`src/rtl/fetch_sequencer.sv`:
```
// Purpose: program counter and fetch controller; drives the ROM address and issues instructions to execute.
// Latency: one cycle from linenumber to instr; one instruction per cycle while running with instr_ready high.
// Backpressure: instr/pc hold while instr_valid & !instr_ready; linenumber does not advance until the handshake.
module fetch_sequencer #(
    parameter int ADDR_W    = 8,
    parameter int RESET_PC  = 0,
    parameter int LAST_ADDR = 64
) (
    input  logic              clk,
    input  logic              rst,
    input  logic              run,
    input  logic              step,
    output logic [ADDR_W-1:0] linenumber,
    input  logic [7:0]        rom_data,
    output logic [7:0]        instr,
    output logic              instr_valid,
    input  logic              instr_ready,
    output logic [ADDR_W-1:0] pc,
    input  logic              redirect_valid,
    input  logic [ADDR_W-1:0] redirect_target,
    output logic              halted
);

    typedef enum logic [1:0] {
        IDLE  = 2'd0,
        ISSUE = 2'd1,
        HALT  = 2'd2
    } state_t;

    localparam logic [ADDR_W-1:0] LAST_A  = ADDR_W'(LAST_ADDR);
    localparam logic [ADDR_W-1:0] RESET_A = ADDR_W'(RESET_PC);

    state_t state;
    logic   single_step;
    logic   step_q;
    logic   step_rise;

    // Sequential address with wrap from the last valid ROM line back to 0.
    function automatic logic [ADDR_W-1:0] next_addr(input logic [ADDR_W-1:0] a);
        return (a == LAST_A) ? '0 : a + 1'b1;
    endfunction

    // A step held for several cycles must fetch only once, even when execute
    // accepts immediately and the block is back in IDLE before step drops,
    // so only the rising edge of step starts a single-step fetch.
    assign step_rise = step & ~step_q;

    // Fetch FSM: redirect/halt first, then idle start or issue handshake.
    always_ff @(posedge clk) begin
        if (!rst) begin
            state       <= IDLE;
            linenumber  <= RESET_A;
            instr       <= 8'h00;
            pc          <= RESET_A;
            instr_valid <= 1'b0;
            halted      <= 1'b0;
            single_step <= 1'b0;
            step_q      <= 1'b0;
        end else begin
            step_q <= step;
            if (state == HALT) begin
                // Frozen until reset.
                instr_valid <= 1'b0;
                halted      <= 1'b1;
            end else if (redirect_valid) begin
                // Pending instruction is discarded; a same-cycle handshake
                // has already consumed it, and no new fetch is started.
                instr_valid <= 1'b0;
                single_step <= 1'b0;
                if (redirect_target <= LAST_A) begin
                    linenumber <= redirect_target;
                    state      <= IDLE;
                end else begin
                    halted <= 1'b1;
                    state  <= HALT;
                end
            end else begin
                case (state)
                    IDLE: begin
                        if (run || step_rise) begin
                            instr       <= rom_data;
                            pc          <= linenumber;
                            instr_valid <= 1'b1;
                            linenumber  <= next_addr(linenumber);
                            single_step <= ~run;
                            state       <= ISSUE;
                        end
                    end
                    ISSUE: begin
                        if (instr_ready) begin
                            if (run && !single_step) begin
                                instr       <= rom_data;
                                pc          <= linenumber;
                                instr_valid <= 1'b1;
                                linenumber  <= next_addr(linenumber);
                            end else begin
                                instr_valid <= 1'b0;
                                single_step <= 1'b0;
                                state       <= IDLE;
                            end
                        end
                    end
                    default: begin
                        state <= IDLE;
                    end
                endcase
            end
        end
    end

endmodule
```
`config.mk`:
```
export PLATFORM = sky130hd
export DESIGN_NAME = fetch_sequencer
export DESIGN_NICKNAME = d
export VERILOG_FILES = /design/src/rtl/fetch_sequencer.sv
export SDC_FILE = /design/constraint.sdc
export NUM_CORES = 1
export LEC_CHECK = 0
export BUFFER_PORTS_ARGS = -buffer_cell sky130_fd_sc_hd__buf_2
export CORE_ASPECT_RATIO = 1.5
export CORE_MARGIN = 10
export CORE_UTILIZATION = 30
export DETAILED_ROUTE_END_ITERATION = 12
export PLACE_DENSITY_LB_ADDON = 0.3
export SLEW_MARGIN = 20
export SYNTH_ARGS = -nofsm -noshare
export SYNTH_HDL_FRONTEND = slang
export SYNTH_SLANG_ARGS = --single-unit
```
`constraint.sdc`:
```
create_clock -name clk -period 2.5 [get_ports clk]
set_clock_uncertainty 0.05 [all_clocks]
set_input_delay 0.5 -clock clk [delete_from_list [all_inputs] [get_ports clk]]
set_output_delay 0.5 -clock clk [all_outputs]
set_load 0.02 [all_outputs]
```
### Word-level counts from Yosys, hierarchy flattened

Cells that the tools add are included.

| cells by class | value |
|---|---|
| add/subtract/negate cells | 1 |
| $mul | 0 |
| div/mod/pow operators | 0 |
| order comparisons | 1 |
| equal/unequal tests | 12 |
| shift-type cells | 0 |
| multiplexer cells | 33 |
| bitwise operators | 6 |
| reduce and logical (&&, ||, !) cells | 14 |

Operators by type and width:

| cell | number |
|---|---|
| 8-bit 2-to-1 mux | 12 |
| 8-bit one-hot mux with 2 select lines | 3 |
| 3-bit != test, second input constant | 4 |
| 6-bit AND reduction | 2 |
| 1-bit 2-to-1 mux | 10 |
| 2-bit 2-to-1 mux | 5 |
| 8-bit by 1-bit adder with 8-bit output, second input constant | 1 |
| 8-bit by 7-bit equality test with 1-bit output, second input constant | 1 |
| 8-bit by 7-bit less-or-equal comparator with 1-bit output, second input constant | 1 |
| 2-bit != test, second input constant | 4 |
| 1-bit inverter | 5 |
| 5-bit AND reduction | 1 |
| 1-bit one-hot mux with 2 select lines | 2 |
| 2-bit one-hot mux with 2 select lines | 1 |
| 4-bit AND reduction | 1 |
| 2-bit nonzero test | 2 |
| 3-bit AND reduction | 1 |
| 3-bit nonzero test | 1 |
| 3-bit OR reduction | 1 |
| 2-bit by 1-bit equality test with 1-bit output, second input constant | 1 |
| 2-bit equality test, second input constant | 1 |
| 2-bit logical NOT | 1 |
| 2-bit by 1-bit != test with 1-bit output, second input constant | 1 |
| 2-bit AND reduction | 1 |
| other kinds (4) | 4 |

| storage, ports and cells | value |
|---|---|
| bits in registers | 30 |
| latch bits | 0 |
| bits in writable memories | 0 |
| memory bits (read-only) | 0 |
| input bits | 22 |
| output and inout bits | 26 |
| word-level logic and storage cells | 75 |
| memories kept | 0 |

### Longest topological paths before layout

Gate-level depths: netlist of run 1.

| depth | value |
|---|---|
| depth in word-level cells | 6 |
| mapped depth | 7 |
| mapped depth without buffers | 7 |

### Least setup slack after synthesis of run 1

OpenSTA, ideal clock, no wires.

| timing | value |
|---|---|
| path kind | input -> register |
| start point | in step |
| end point | reg pc[0] |
| library setup time | 128 ps |
| arrival time | 1617 ps |
| data required time | 2322 ps |
| setup slack | 705 ps |
| cell stages on the path | 7 |
| cell sequence | nand2b_2 -> a221oi_2 -> and3b_1 -> buf_6 -> buf_12 -> mux2i_1 -> nor2_1 |

| between the ends | value |
|---|---|
| cells in the longest elaborated chain, start to end | 4 |

RTL lines:

| item | line | text |
|---|---|---|
| from (decl) | 12 | `input logic step,` |
| 1-bit bitwise AND | 46 | `assign step_rise = step & ~step_q;` |
| 1-bit logical OR | 80 | `if (run \|\| step_rise) begin` |
| 2-bit != test (no source line) | - |  |
| 6-bit AND reduction (no source line) | - |  |
| to (signal assigned) | 82 | `pc <= linenumber;` |
| to (signal assigned) | 93 | `pc <= linenumber;` |
| to (decl) | 18 | `output logic [ADDR_W-1:0] pc,` |

Every way passes these cells.
A chain may end at the register's enable or synchronous reset.

### Final worst setup path of run 1

| timing | value |
|---|---|
| start point | reg state[0] |
| end point | reg instr[4] |

| between the ends | value |
|---|---|
| cells in the longest elaborated chain, start to end | 3 |

RTL lines:

| item | line | text |
|---|---|---|
| from (decl) | 33 | `state_t state;` |
| from (signal assigned) | 51 | `state <= IDLE;` |
| from (signal assigned) | 72 | `state <= IDLE;` |
| from (signal assigned) | 75 | `state <= HALT;` |
| 2-bit by 1-bit equality test with 1-bit output, or another cell as far along | 78 | `case (state)` |
| 2-bit != test (no source line), or another cell as far along | - |  |
| 6-bit AND reduction (no source line) | - |  |
| to (signal assigned) | 81 | `instr <= rom_data;` |
| to (signal assigned) | 92 | `instr <= rom_data;` |
| to (decl) | 15 | `output logic [7:0] instr,` |

Several ways; a longest one is shown, not always the timed one.

==> run metrics, run 1 <==
outcome=completed; biggest area consumer among synthesized cells=dfxtp_1; initial antenna violation count=0; minimum clock period=roughly 1.9 ns; first-pass GRT wire length=approximately 6 mm; critical path class=reg -> reg; ys async rst share=0%; Fmax=approximately 520 MHz; number of global-route vias before repair=~1300; core area=4500 um^2; DRT iter0 DRCs=60; syn nets=between 150 and 200; Slowest-stage cell, CP=dfxtp_1; Port Buffer Count=47; starting density of the core=slightly above 30%; Worst EP required=about 2.6 ns; VDD IR max=0.289 mV; global route total overflow=0; critical path launch point type=flop; register bit total from synthesis=30; syn avg cell area=9.06 um^2; grt met3 use=5.44%; final setup vio count=0; Synth Cell Area=around 1400 um^2; io pins=between 40 and 50; Synth top area share=43.0%; die area=~7800 um^2; cts hold-fix bufs=0; Routed Antenna Nets=0; Setup WS pre-CTS=0.412 ns; Max Root-Sink Buffers=2; RSZ-0062 raised after global routing=false; Slew @ Worst Pin=0.491 ns; register area share after synthesis=between 40% and 50%; Die Ht=about 100 um; global-route usage over all layers=9.88%; crit path max fanout=16; Tcrit/Tclk final=around 77%; Fill cells=~470; met1 Use GR=11.4%; number of synthesized flops with an enable pin=0; Setup Buffers After CTS=0; GR peak layer=met2; met2 GRT Util=between 10% and 20%; Synthesis Warnings=0; DRT Pass-1 Iters=4; HP Class=in -> reg; via count=1277; Max stage delay on crit path=0.46 ns; layout cells sized above 1=a little under a third; CTS tree=yes; CTS buffer count=5; largest net degree at the start of global routing=22; PD cells=approximately 670 nW/um^2; Leak Pwr=0.804 nW; H-tree depth=2; Layout Nets=around 230; final hold vios=0; CP Capture Type=flop; Rows=30; synth unique cells=39; routed vias/inst=between 5 and 6; Ant. Diodes=0; top post-synthesis cells by area=dfxtp_1 43%, mux2i_1 13%, nor2_1 6.5%, a21oi_1 3.6%, o21ai_0 2.5%; Die Width=75.7 um; Critical Path AT=around 2.0 ns; final worst slack=0.586 ns; Detailed Place HPWL=roughly 2.8 mm; Sink Count=30; post-cts resize count=0; Placer Congestion=~0.76; DR WL/cell=~15 um; worst path cell trace=nor2_2, a221oi_2, and3b_1, buf_4, mux2i_1, nor2_1; Total Power=~1.2 mW; layout overhead on the synthesized area=26.0%; root buf cell=clkbuf_8; Detailed Route WL=3.72 mm; DR DRC count=0; top_reg_cell synth=dfxtp_1; Clock transition at path regs=0.06 ns; Fin Setup TNS=0 ns; Synth Instances=roughly 150; worst rel slew slack=66.9%; max-slew violation count=0; MaxCap Viol Count=0; worst skew pair latency=around 0.29 ns
-- metrics by stage --
stage	cell area [um^2]	utilization, %	hold slack (ns)	instances
finish	1760	39.0	0.380	253
global route	1760	39.0	0.376	253
CTS	1760	39.0	0.375	253
detailed placement	1660	36.9	0.426	245
global placement	1660	36.9	0.400	245
floorplan	1400	-	0.414	154
-- path summary, 6_finish.rpt --
kind / startpoint / endpoint / slack [ns] / depth (start not counted)
worst max-delay path: state[0] / instr[4] / 0.59 / 6
worst min-delay path: instr_ready / state[0] / 0.38 / 2
worst max register to register: state[0] / instr[4] / 0.59 / 6
worst min register to register: instr[6] / instr[6] / 0.44 / 2
-- kinds of logic after synthesis --
| family | Yosys count | synth area share [%] |
|---|---|---|
| and+or+nand+nor | 57 | 20.0 |
| AOI/OAI and AO/OA | 30 | 14.2 |
| DFF | 30 | 43.0 |
| muxes | 18 | 12.9 |
| buffers and inverters | 12 | 4.93 |
| xor gates and xnor gates | 5 | 3.14 |
| adders and majority gates | 2 | 1.79 |
-- per-layer routing --
layer,up-vias,routed length (um)
li1,648,-
met2,52,1580
met4,0,70
met5,-,0
met1,572,1620
met3,5,446
-- flip-flops by register name (all words and copies together) (netlist names) --
register / count
single_step: 1
state: 2
pc: 8
instr: 8
halted: 1
linenumber: 8
step_q: 1
instr_valid: 1
-- cell usage after synthesis (2+ instances only) --
| cell | count |
|---|---|
| xor2_1 | 2 |
| nand3_1 | 5 |
| a211oi_1 | 4 |
| nand2_1 | 8 |
| o21ai_0 | 7 |
| nand4_1 | 2 |
| mux2i_1 | 18 |
| nor2_1 | 24 |
| inv_1 | 4 |
| nor4_1 | 5 |
| xnor2_1 | 3 |
| a21oi_1 | 10 |
| clkbuf_1 | 5 |
| dfxtp_1 | 30 |
| ha_1 | 2 |
| nor3_1 | 2 |
-- cell usage in the layout, fill, tap and decap left out, types with 2 or more instances in the layout --
cell type	instances
buf_2	47
dfxtp_1	30
nor2_1	24
mux2i_1	18
a21oi_1	10
nand2_1	8
o21ai_0	7
clkbuf_8	6
nor4_1	5
nand3_1	5
inv_1	4
a211oi_1	4
xnor2_1	3
buf_4	3
nor3_1	2
xor2_1	2
nand4_1	2
ha_1	2
-- where the power goes --
part	internal, mW	switching (mW)	leakage, nW	total, mW
registers	0.508	0.0333	0.245	0.541
logic	0.0917	0.132	0.512	0.223
clock network	0.221	0.188	0.0472	0.408
total	0.821	0.353	0.804	1.17
-- worst max-delay path: cells and delay by family (launching register included) --
kind / cells / cell delay (ns)
buf+inv: 1 / 0.28
simple gates: 3 / 0.36
flops: 1 / 0.46
compound gates: 1 / 0.40
mux: 1 / 0.25
-- layout make-up --
cell class                 count  area (um^2)  share of cell area [%]
multi-input combinational    112          726                    41.3
sequential                    30          601                    34.2
timing repair buffer          50          258                    14.7
clock buffer                   6         82.6                    4.70
tap                           48         60.1                    3.42
inverter                       5         18.8                    1.07
clock inverter                 2         12.5                   0.712
Note: power is estimated with default switching activity, not from simulation.
==> inputs of run 2 (changes only) <==
- clock period: 2.5 -> 1.7 ns (I/O delays scaled with it)
==> run 2 against run 1 <==
Compared with the run above: worst hold slack lost 0.17 ns; non-clock buffer count grew 18; maximum frequency grew 20%; largest power group unchanged; critical path type unchanged.
==> run metrics, run 2 (synthesized netlist as in run 1, its figures left out) <==
worst r2r src=state[0]; Worst path depth=6 (unchanged); CP Capture Type=flop; DRT iter0 DRCs=81 (+35%); Die Width=75.7 um (unchanged); highest metal layer with signal wires=met4; Metal-1 WL=1.67 mm (+3.0%); Slowest-stage cell, CP=dfxtp_4; Max Root-Sink Buffers=2 (unchanged); Rows=30 (unchanged); root buf cell=clkbuf_8; Fin Hold WS=0.208 ns (-0.172 ns); core area=4500 um^2 (unchanged); outcome=completed; critical path class=reg -> reg; Detailed Place HPWL=3.08 mm (+8.2%); flop-to-flop setup slack=0.11 ns (-0.48 ns); die area=7830 um^2 (unchanged); Layout Nets=246 (+7.9%); minimum clock period=1.59 ns (-0.321 ns); Detailed Route WL=4.00 mm (+7.6%); number of global-route vias before repair=1420 (+9.6%); Worst EP required=1.82 ns (-0.81 ns); Setup WS pre-CTS=-0.0441 ns (-0.456 ns); Max stage delay on crit path=0.40 ns (-0.06 ns); Port Buffer Count=47 (unchanged); routed vias/inst=4.93 (-2.3%); worst rel slew slack=77.7% (+11 points); critical path launch point type=flop; Critical Path AT=1.72 ns (-0.32 ns); via count=1336 (+4.6%); max-slew violation count=0 (unchanged); starting density of the core=31.0% (unchanged); Fmax=628 MHz (+20%); multi-input logic area=768 um^2 (+5.9%); worst skew pair latency=0.28 ns (about the same); RSZ-0062 raised after global routing=false; Routed Antenna Nets=0 (unchanged); CP endpoint=instr[5]; Placer Congestion=0.806 (+5.4%); Clock transition at path regs=0.06 ns (about the same); Fin Setup TNS=0 ns (unchanged); Ant. Diodes=0 (unchanged); VDD IR max=0.587 mV (+100%); initial antenna violation count=0 (unchanged); Tcrit/Tclk final=93.7% (+17 points); layout overhead on the synthesized area=42.2%; CTS tree=yes; Fill cells=442 (-6.4%); final hold vios=0 (unchanged); worst path cell trace=nor2_2, a221oi_4, and3b_2, clkbuf_16, mux2i_1, nor2_1; Sink Count=30 (unchanged); critical path buffer and inverter count=1 (unchanged); CTS buffer count=5 (unchanged); largest net degree at the start of global routing=17 (-23%); Leak Pwr=0.923 nW (+15%); DRT Pass-1 Iters=4 (unchanged); io pins=48 (unchanged); HP Class=in -> reg; PD cells=944 nW/um^2 (+41%); first-pass GRT wire length=6.47 mm (+7.3%); DR WL/cell=14.8 um (+0.46%); R2R depth=6 (unchanged); most common cell after layout, fill and taps aside=buf_2; DR DRC count=0 (unchanged); global route total overflow=0 (unchanged); Reg area=604 um^2 (+0.63%); global-route usage over all layers=10.4% (+0.55 points); Die Ht=104 um (unchanged); largest registers=instr: 8 flops, linenumber: 8 flops, pc: 8 flops; metal2 WL=1.87 mm (+19%); placed insts=262 (+6.9%); most frequent cells in the layout=47 x buf_2, 29 x dfxtp_1, 24 x nor2_1; met3 WL=382 um (-14%); crit path max fanout=8 (-8); final setup vio count=0 (unchanged); Slew @ Worst Pin=0.334 ns (-0.157 ns); layout cells sized above 1=38.6% (+7.3 points); Non-Filler Instances=271 (+7.1%); MaxCap Viol Count=0 (unchanged); delay-heaviest family, CP=simple AND/OR/NAND/NOR gates; H-tree depth=2 (unchanged); final worst slack=0.107 ns (-0.479 ns); RR Endpoint=instr[5]; CP Launch Point=state[0]
## run 2: metrics by stage
step	cell area (um^2)	total power, mW	utilization [%]
after detailed placement	1810	1.20	40.2
after floorplan	1400	1.04	-
after global routing	1980	1.97	44.1
after CTS	1920	1.87	42.6
after global placement	1810	1.19	40.2
final	1980	1.87	44.1
## run 2: where the power goes
group / leakage, nW / internal [mW] / switching, mW / total (mW)
logic: 0.619 / 0.193 / 0.230 / 0.423
registers: 0.246 / 0.747 / 0.0360 / 0.783
clock network: 0.0575 / 0.408 / 0.259 / 0.667
total: 0.923 / 1.35 / 0.525 / 1.87
## run 2: how the worst min path moves through the flow
stage / start / end / slack [ns] / depth (start not counted)
2_1_floorplan: instr_ready / state[0] / 0.39 / 1
3_3_place_gp: halted / halted / 0.42 / 2
4_1_cts: instr_ready / state[0] / 0.21 / 2
3_5_place_dp: halted / halted / 0.42 / 2
6_report: instr_ready / state[0] / 0.21 / 2
5_1_grt: instr_ready / state[0] / 0.22 / 2
## run 2: layer usage
metal  up-vias  global-route usage (%)
met5         -                       0
met4         0                    4.00
met3         6                    4.68
met2        47                    16.8
met1       602                    11.4
li1        681                       -
## run 2: timing repair
action | in CTS | in global routing
buffers inserted | 0 | 0
gates resized for setup | 0 | 7
hold buffers | 0 | 0
setup endpoints to repair | 0 | 20
## run 2: layout make-up
| cell class | count | share of cell area [%] |
|---|---|---|
| multi-input combinational | 112 | 38.7 |
| sequential | 30 | 30.5 |
| timing repair buffer | 68 | 21.3 |
| clock buffer | 8 | 5.55 |
| tap | 48 | 3.03 |
| inverter | 5 | 0.946 |
